===== src/rtl/shift_reg_pkg.sv =====
// Shared constants and types for the universal shift register.
// Mode encodings and serializer state enum.
package shift_reg_pkg;

  localparam logic [1:0] MODE_HOLD = 2'b00;
  localparam logic [1:0] MODE_SHR  = 2'b01;
  localparam logic [1:0] MODE_SHL  = 2'b10;
  localparam logic [1:0] MODE_LOAD = 2'b11;

  typedef enum logic [1:0] {
    IDLE,
    SHIFT,
    DONE
  } state_e;

endpackage


===== src/rtl/univ_bit_cell.sv =====
// One bit of the universal shift register: 4:1 next-value mux
// plus flop with async active-low reset, sync set and enable.
module univ_bit_cell
  import shift_reg_pkg::*;
#(
  parameter logic RST_VAL = 1'b0
) (
  input  logic       clk,
  input  logic       reset,
  input  logic       set,
  input  logic       en,
  input  logic [1:0] sel,
  input  logic       d,
  input  logic       r_in,
  input  logic       l_in,
  output logic       q
);

  logic q_q;
  logic q_d;

  always_comb begin
    q_d = q_q;
    unique case (sel)
      MODE_HOLD: q_d = q_q;
      MODE_SHR:  q_d = r_in;
      MODE_SHL:  q_d = l_in;
      MODE_LOAD: q_d = d;
    endcase
  end

  always_ff @(posedge clk or negedge reset) begin
    if (!reset) begin
      q_q <= RST_VAL;
    end else if (set) begin
      q_q <= 1'b1;
    end else if (en) begin
      q_q <= q_d;
    end
  end

  assign q = q_q;

endmodule


===== src/rtl/shift_reg_univ.sv =====
// Universal shift register with hold/shr/shl/load and an
// LSB-first serializer FSM reporting busy/done.
module shift_reg_univ
  import shift_reg_pkg::*;
#(
  parameter int               WIDTH     = 4,
  parameter logic [WIDTH-1:0] RESET_VAL = {WIDTH{1'b0}}
) (
  input  logic             clk,
  input  logic             reset,
  input  logic             set,
  input  logic             enable,
  input  logic [1:0]       mode,
  input  logic [WIDTH-1:0] D_in,
  input  logic             sin_r,
  input  logic             sin_l,
  input  logic             start,
  output logic [WIDTH-1:0] Q,
  output logic             sout_r,
  output logic             sout_l,
  output logic             busy,
  output logic             done
);

  localparam int CW = $clog2(WIDTH);
  localparam logic [CW-1:0] LAST = CW'(WIDTH - 1);

  state_e        state_q;
  state_e        state_d;
  logic [CW-1:0] cnt_q;
  logic [CW-1:0] cnt_d;
  logic          busy_q;
  logic          busy_d;
  logic          done_q;
  logic          done_d;

  logic [1:0]       eff_mode;
  logic [WIDTH-1:0] q_w;

  // The FSM overrides the external mode while loading or shifting.
  always_comb begin
    eff_mode = mode;
    unique case (1'b1)
      (state_q == IDLE) && start: eff_mode = MODE_LOAD;
      (state_q == SHIFT):         eff_mode = MODE_SHR;
      default:                    eff_mode = mode;
    endcase
  end

  always_comb begin
    state_d = state_q;
    cnt_d   = cnt_q;
    unique case (state_q)
      IDLE: begin
        if (start) begin
          state_d = SHIFT;
          cnt_d   = '0;
        end
      end
      SHIFT: begin
        if (cnt_q == LAST) begin
          state_d = DONE;
          cnt_d   = '0;
        end else begin
          cnt_d = cnt_q + CW'(1);
        end
      end
      DONE:    state_d = IDLE;
      default: state_d = IDLE;
    endcase
    busy_d = (state_d == SHIFT);
    done_d = (state_d == DONE);
  end

  always_ff @(posedge clk or negedge reset) begin
    if (!reset) begin
      state_q <= IDLE;
      cnt_q   <= '0;
      busy_q  <= 1'b0;
      done_q  <= 1'b0;
    end else if (set) begin
      state_q <= IDLE;
      cnt_q   <= '0;
      busy_q  <= 1'b0;
      done_q  <= 1'b0;
    end else if (enable) begin
      state_q <= state_d;
      cnt_q   <= cnt_d;
      busy_q  <= busy_d;
      done_q  <= done_d;
    end
  end

  for (genvar i = 0; i < WIDTH; i++) begin : g_bit
    logic r_in;
    logic l_in;

    if (i == WIDTH - 1) begin : g_msb
      assign r_in = sin_r;
    end else begin : g_mid_r
      assign r_in = q_w[i+1];
    end

    if (i == 0) begin : g_lsb
      assign l_in = sin_l;
    end else begin : g_mid_l
      assign l_in = q_w[i-1];
    end

    univ_bit_cell #(
      .RST_VAL(RESET_VAL[i])
    ) u_cell (
      .clk  (clk),
      .reset(reset),
      .set  (set),
      .en   (enable),
      .sel  (eff_mode),
      .d    (D_in[i]),
      .r_in (r_in),
      .l_in (l_in),
      .q    (q_w[i])
    );
  end

  assign Q      = q_w;
  assign sout_r = q_w[0];
  assign sout_l = q_w[WIDTH-1];
  assign busy   = busy_q;
  assign done   = done_q;

endmodule


===== config.mk =====
export PLATFORM = sky130hd
export DESIGN_NAME = shift_reg_univ
export DESIGN_NICKNAME = d
export VERILOG_FILES = /design/src/rtl/shift_reg_pkg.sv /design/src/rtl/univ_bit_cell.sv /design/src/rtl/shift_reg_univ.sv
export SDC_FILE = /design/constraint.sdc
export NUM_CORES = 1
export LEC_CHECK = 0
export CELL_PAD_IN_SITES_DETAIL_PLACEMENT = 2
export CELL_PAD_IN_SITES_GLOBAL_PLACEMENT = 2
export CORE_MARGIN = 3
export CORE_UTILIZATION = 27
export DETAILED_ROUTE_END_ITERATION = 10
export PLACE_DENSITY_LB_ADDON = 0.15
export SLEW_MARGIN = 25
export SYNTH_ARGS = -nofsm -noshare
export SYNTH_HDL_FRONTEND = slang
export SYNTH_HIERARCHICAL = 1
export SYNTH_SLANG_ARGS = --single-unit

===== constraint.sdc =====
create_clock -name clk -period 4 [get_ports clk]
set_input_delay 0.6 -clock clk [delete_from_list [all_inputs] [get_ports clk]]
set_output_delay 0.6 -clock clk [all_outputs]
set_load 0.02 [all_outputs]

==> results by group <==
Outcome
  – Status: completed

Routing
  – Routed Antenna Nets: 0
  – DRC Markers: 0
  – Drt wl/cell: 14.89 um
  – Iteration-0 DRC Markers: 4
  – Routed WL: 1.623 mm
  – Post-DR vias/cell: 4.963
  – Via count: 541
  – Initial DRT Pass Iterations: 4

Worst setup path
  – Worst EP required: 4.14 ns
  – CP arrival: 2.63 ns
  – CP Cell Sequence: clkdlybuf4s50_1 > nor2_1 > o21bai_1 > mux2i_1 > mux2i_1 > a221o_1
  – Worst r2r dst: g_bit[1].u_cell/q$_DFFE_PN0P_
  – Flop-to-flop setup slack: approximately 1.8 ns
  – FF-to-FF path depth: 5
  – Worst path most repeated cell: mux2i_1
  – CP peak stage delay: 0.76 ns
  – Crit path max fanout: 12
  – Crit Path Category: in2reg
  – CP max-delay cell: o21bai_1
  – Worst flop-to-flop path startpoint: state_q[0]$_DFFE_PN0P_
  – CP Capture Type: register
  – Setup crit start kind: input port
  – CP Launch Point: start
  – CP endpoint: g_bit[1].u_cell/q$_DFFE_PN0P_

Clocking
  – TritonCTS clock tree: built
  – TritonCTS Buffers: 3
  – CTS Hold Buffers Added: 0
  – Clock Tree Buf Depth: 2
  – CTS Root Cell: clkbuf_4
  – Postcts setup bufs: 0
  – Worst skew pair latency: approximately 0.26 ns
  – # clock sinks: 10
  – H-Tree Depth: 1
  – Post-CTS resize count: 0
  – Clock transition at path regs: 0.06 ns

Timing
  – Clk_skew: between 0.004 and 0.005 ns
  – Final Cycle Share: 0.6231
  – Final Setup Violations: 0
  – Post-Route Setup TNS: 0 ns
  – Slew margin rel.: 0.3701
  – Peak Freq: 401.2 MHz
  – Fin. max-slew vios: 0
  – Hold violation count in the final report: 0
  – Slew @ Worst Pin: between 0.9 and 1 ns
  – RSZ-0062 raised after global routing: false
  – Fin crit period: 2.492 ns

Power
  – Comb pwr share: 0.269
  – Net Sw Frac: 0.2795
  – Cell Int Power: 175.5 uW
  – Lkg Pwr: 0.3716 nW
  – Pwr dens: 290.1 nW/um^2
  – Clock share of power: 0.268
  – NetSw: 68.06 uW
  – Worst VDD drop: 0.0002113 V
  – Reg power frac: 0.463

Cells and area
  – Layout cell share with drive strength beyond 1: 0.08537
  – Commonest non-fill, non-tap cell in the layout: clkdlybuf4s50_1
  – Most frequent cells in the layout: clkdlybuf4s50_1 (20), dfrtp_1 (10), a21oi_1 (8), mux2i_1 (8), nand2_1 (6)
  – Fillcell total: 230
  – Area growth from synthesis to layout: 36.94%
  – # diodes: 0
  – Fin cells: about 110
  – Final nets: 98

Die
  – Die Wd: 53.65 um
  – Core area: 2062 sq um
  – Full die area: 2878 sq um
  – Die Height: between 50 and 60 um
  – Row count: 16
  – I/O Pins: 21
  – Initial Util: 0.2973

Global route
  – Initial antenna violation count: 0
  – Largest net degree at the start of global routing: 15
  – First-pass GRT wire length: 2.987 mm
  – Vias in the first global route: 618
  – GRT overflow: 0
  – Global Route Usage Sum: 0.1481

Yosys
  – Flops & latches, synth: 10
  – Largest family of logic cells by synthesized area: compound AO/OA/AOI/OAI gates
  – Syn Inst Count: 63
  – Ranking of synthesized cells by area: dfrtp_1 (41%), mux2i_1 (13%), a21oi_1 (6.5%), a221o_1 (6.5%), buf_4 (4.9%)
  – Share of the synthesized area in the top cell type: 0.4082
  – Yosys Warn Count: 6
  – Post-synthesis instance area: roughly 610 sq um
  – Adder-Cell Fraction of Synth Area: 0.02041
  – Sequential fraction of the synthesis area: 0.4082
  – Average cell area after synthesis: 9.732 sq um
  – Syn_nets: 77
  – Mux contribution to synthesized area: 0.1306
  – Synth Area in Compound Gates: 0.2082
  – Synth unique cells: 20
  – Post-synthesis xor/xnor area fraction: 0
  – Post-synth top area cell: dfrtp_1
  – Post-Synth Simple-Gate Area: 0.1776

Placed design
  – Placed Instances: 106
  – GPL Wtd Cong: between 0.7 and 0.8
  – DP HPWL: 1.245 mm
  – Quantity of I/O buffers inserted on ports: 20

Run
  – Max-Cap Viols: 0

Worst hold path
  – Min-delay worst type: reg2reg
==> registers in the layout, indices dropped and copies added (netlist names) <==
signal	count
state_q	2
cnt_q	2
busy	1
g_bit.u_cell/q	4
done	1
==> per-layer routing <==
layer / global-route usage / up-vias / wire [um]
met2: 0.2306 / 13 / 779
met4: 0.02553 / 0 / 10
met3: 0.05817 / 2 / 78
met1: 0.1953 / 260 / 755
li1: - / 266 / -
met5: 0 / - / 0
==> through the flow <==
stage          setup slack [ns]  hold WS [ns]  instance area (sq um)  total power, mW    util
6_report                  1.508        0.5443                  839.6           0.2435  0.4072
5_1_grt                   1.309        0.5765                  839.6           0.2625  0.4072
4_1_cts                   1.494        0.5494                  839.6           0.2503  0.4072
3_5_place_dp              1.222        0.5415                  817.0           0.1814  0.3962
3_3_place_gp              1.265        0.5312                  817.0           0.1799  0.3962
2_1_floorplan             2.047        0.3044                  613.1           0.1505       -
==> worst min path at each step <==
stage / startpoint / endpoint / slack, ns / depth (start not counted)
2_1_floorplan: reset / busy$_DFFE_PN0P_ / 0.30 / 0
3_3_place_gp: done$_DFFE_PN0P_ / done$_DFFE_PN0P_ / 0.53 / 2
3_5_place_dp: done$_DFFE_PN0P_ / done$_DFFE_PN0P_ / 0.54 / 2
4_1_cts: busy$_DFFE_PN0P_ / busy$_DFFE_PN0P_ / 0.55 / 2
5_1_grt: busy$_DFFE_PN0P_ / busy$_DFFE_PN0P_ / 0.58 / 2
6_report: busy$_DFFE_PN0P_ / busy$_DFFE_PN0P_ / 0.54 / 2
==> worst max-delay path, delay by kind of cell <==
family / cells / cell delay [ns]
compound gates: 2 / 1.09
buf+inv: 1 / 0.50
mux: 2 / 0.36
simple gates: 1 / 0.08
==> Yosys cell counts <==
cell / count
nor2_1: 2
ha_1: 1
o21bai_1: 1
a221o_1: 4
inv_1: 1
o21ai_1: 3
nand3_1: 2
nand2b_1: 1
dfrtp_1: 10
nor2b_1: 1
mux2i_1: 8
nand3_2: 1
nand2b_2: 2
buf_4: 4
and2b_1: 1
nand2_1: 6
o21ai_0: 5
or2b_1: 1
a21oi_1: 8
nor2b_4: 1
==> logic make-up (layout without fill, tap and decap cells) <==
group / Yosys count / count (layout)
muxes: 8 / 8
adders and majority gates: 1 / 1
AOI/OAI and AO/OA: 21 / 21
buffers and inverters: 5 / 24
and+or+nand+nor: 18 / 18
DFF: 10 / 10
==> power groups by stage <==
stage	Clock [mW]	Combinational (mW)	Sequential, mW
after floorplan	0	0.0344	0.116
after global placement	0	0.0652	0.115
after detailed placement	0	0.0664	0.115
after CTS	0.0705	0.0667	0.113
after global routing	0.0749	0.0734	0.114
final	0.0653	0.0655	0.113
==> final cells by class <==
type | instances | area (sq um) | area share
multi-input cells | 48 | 329.1 | 0.3920
flip-flops and latches | 10 | 250.2 | 0.2981
repair buffers | 20 | 200.2 | 0.2385
well taps | 27 | 33.78 | 0.04024
clock buffers | 3 | 22.52 | 0.02683
inverters | 1 | 3.754 | 0.004471
Note: power is estimated with default switching activity, not from simulation.
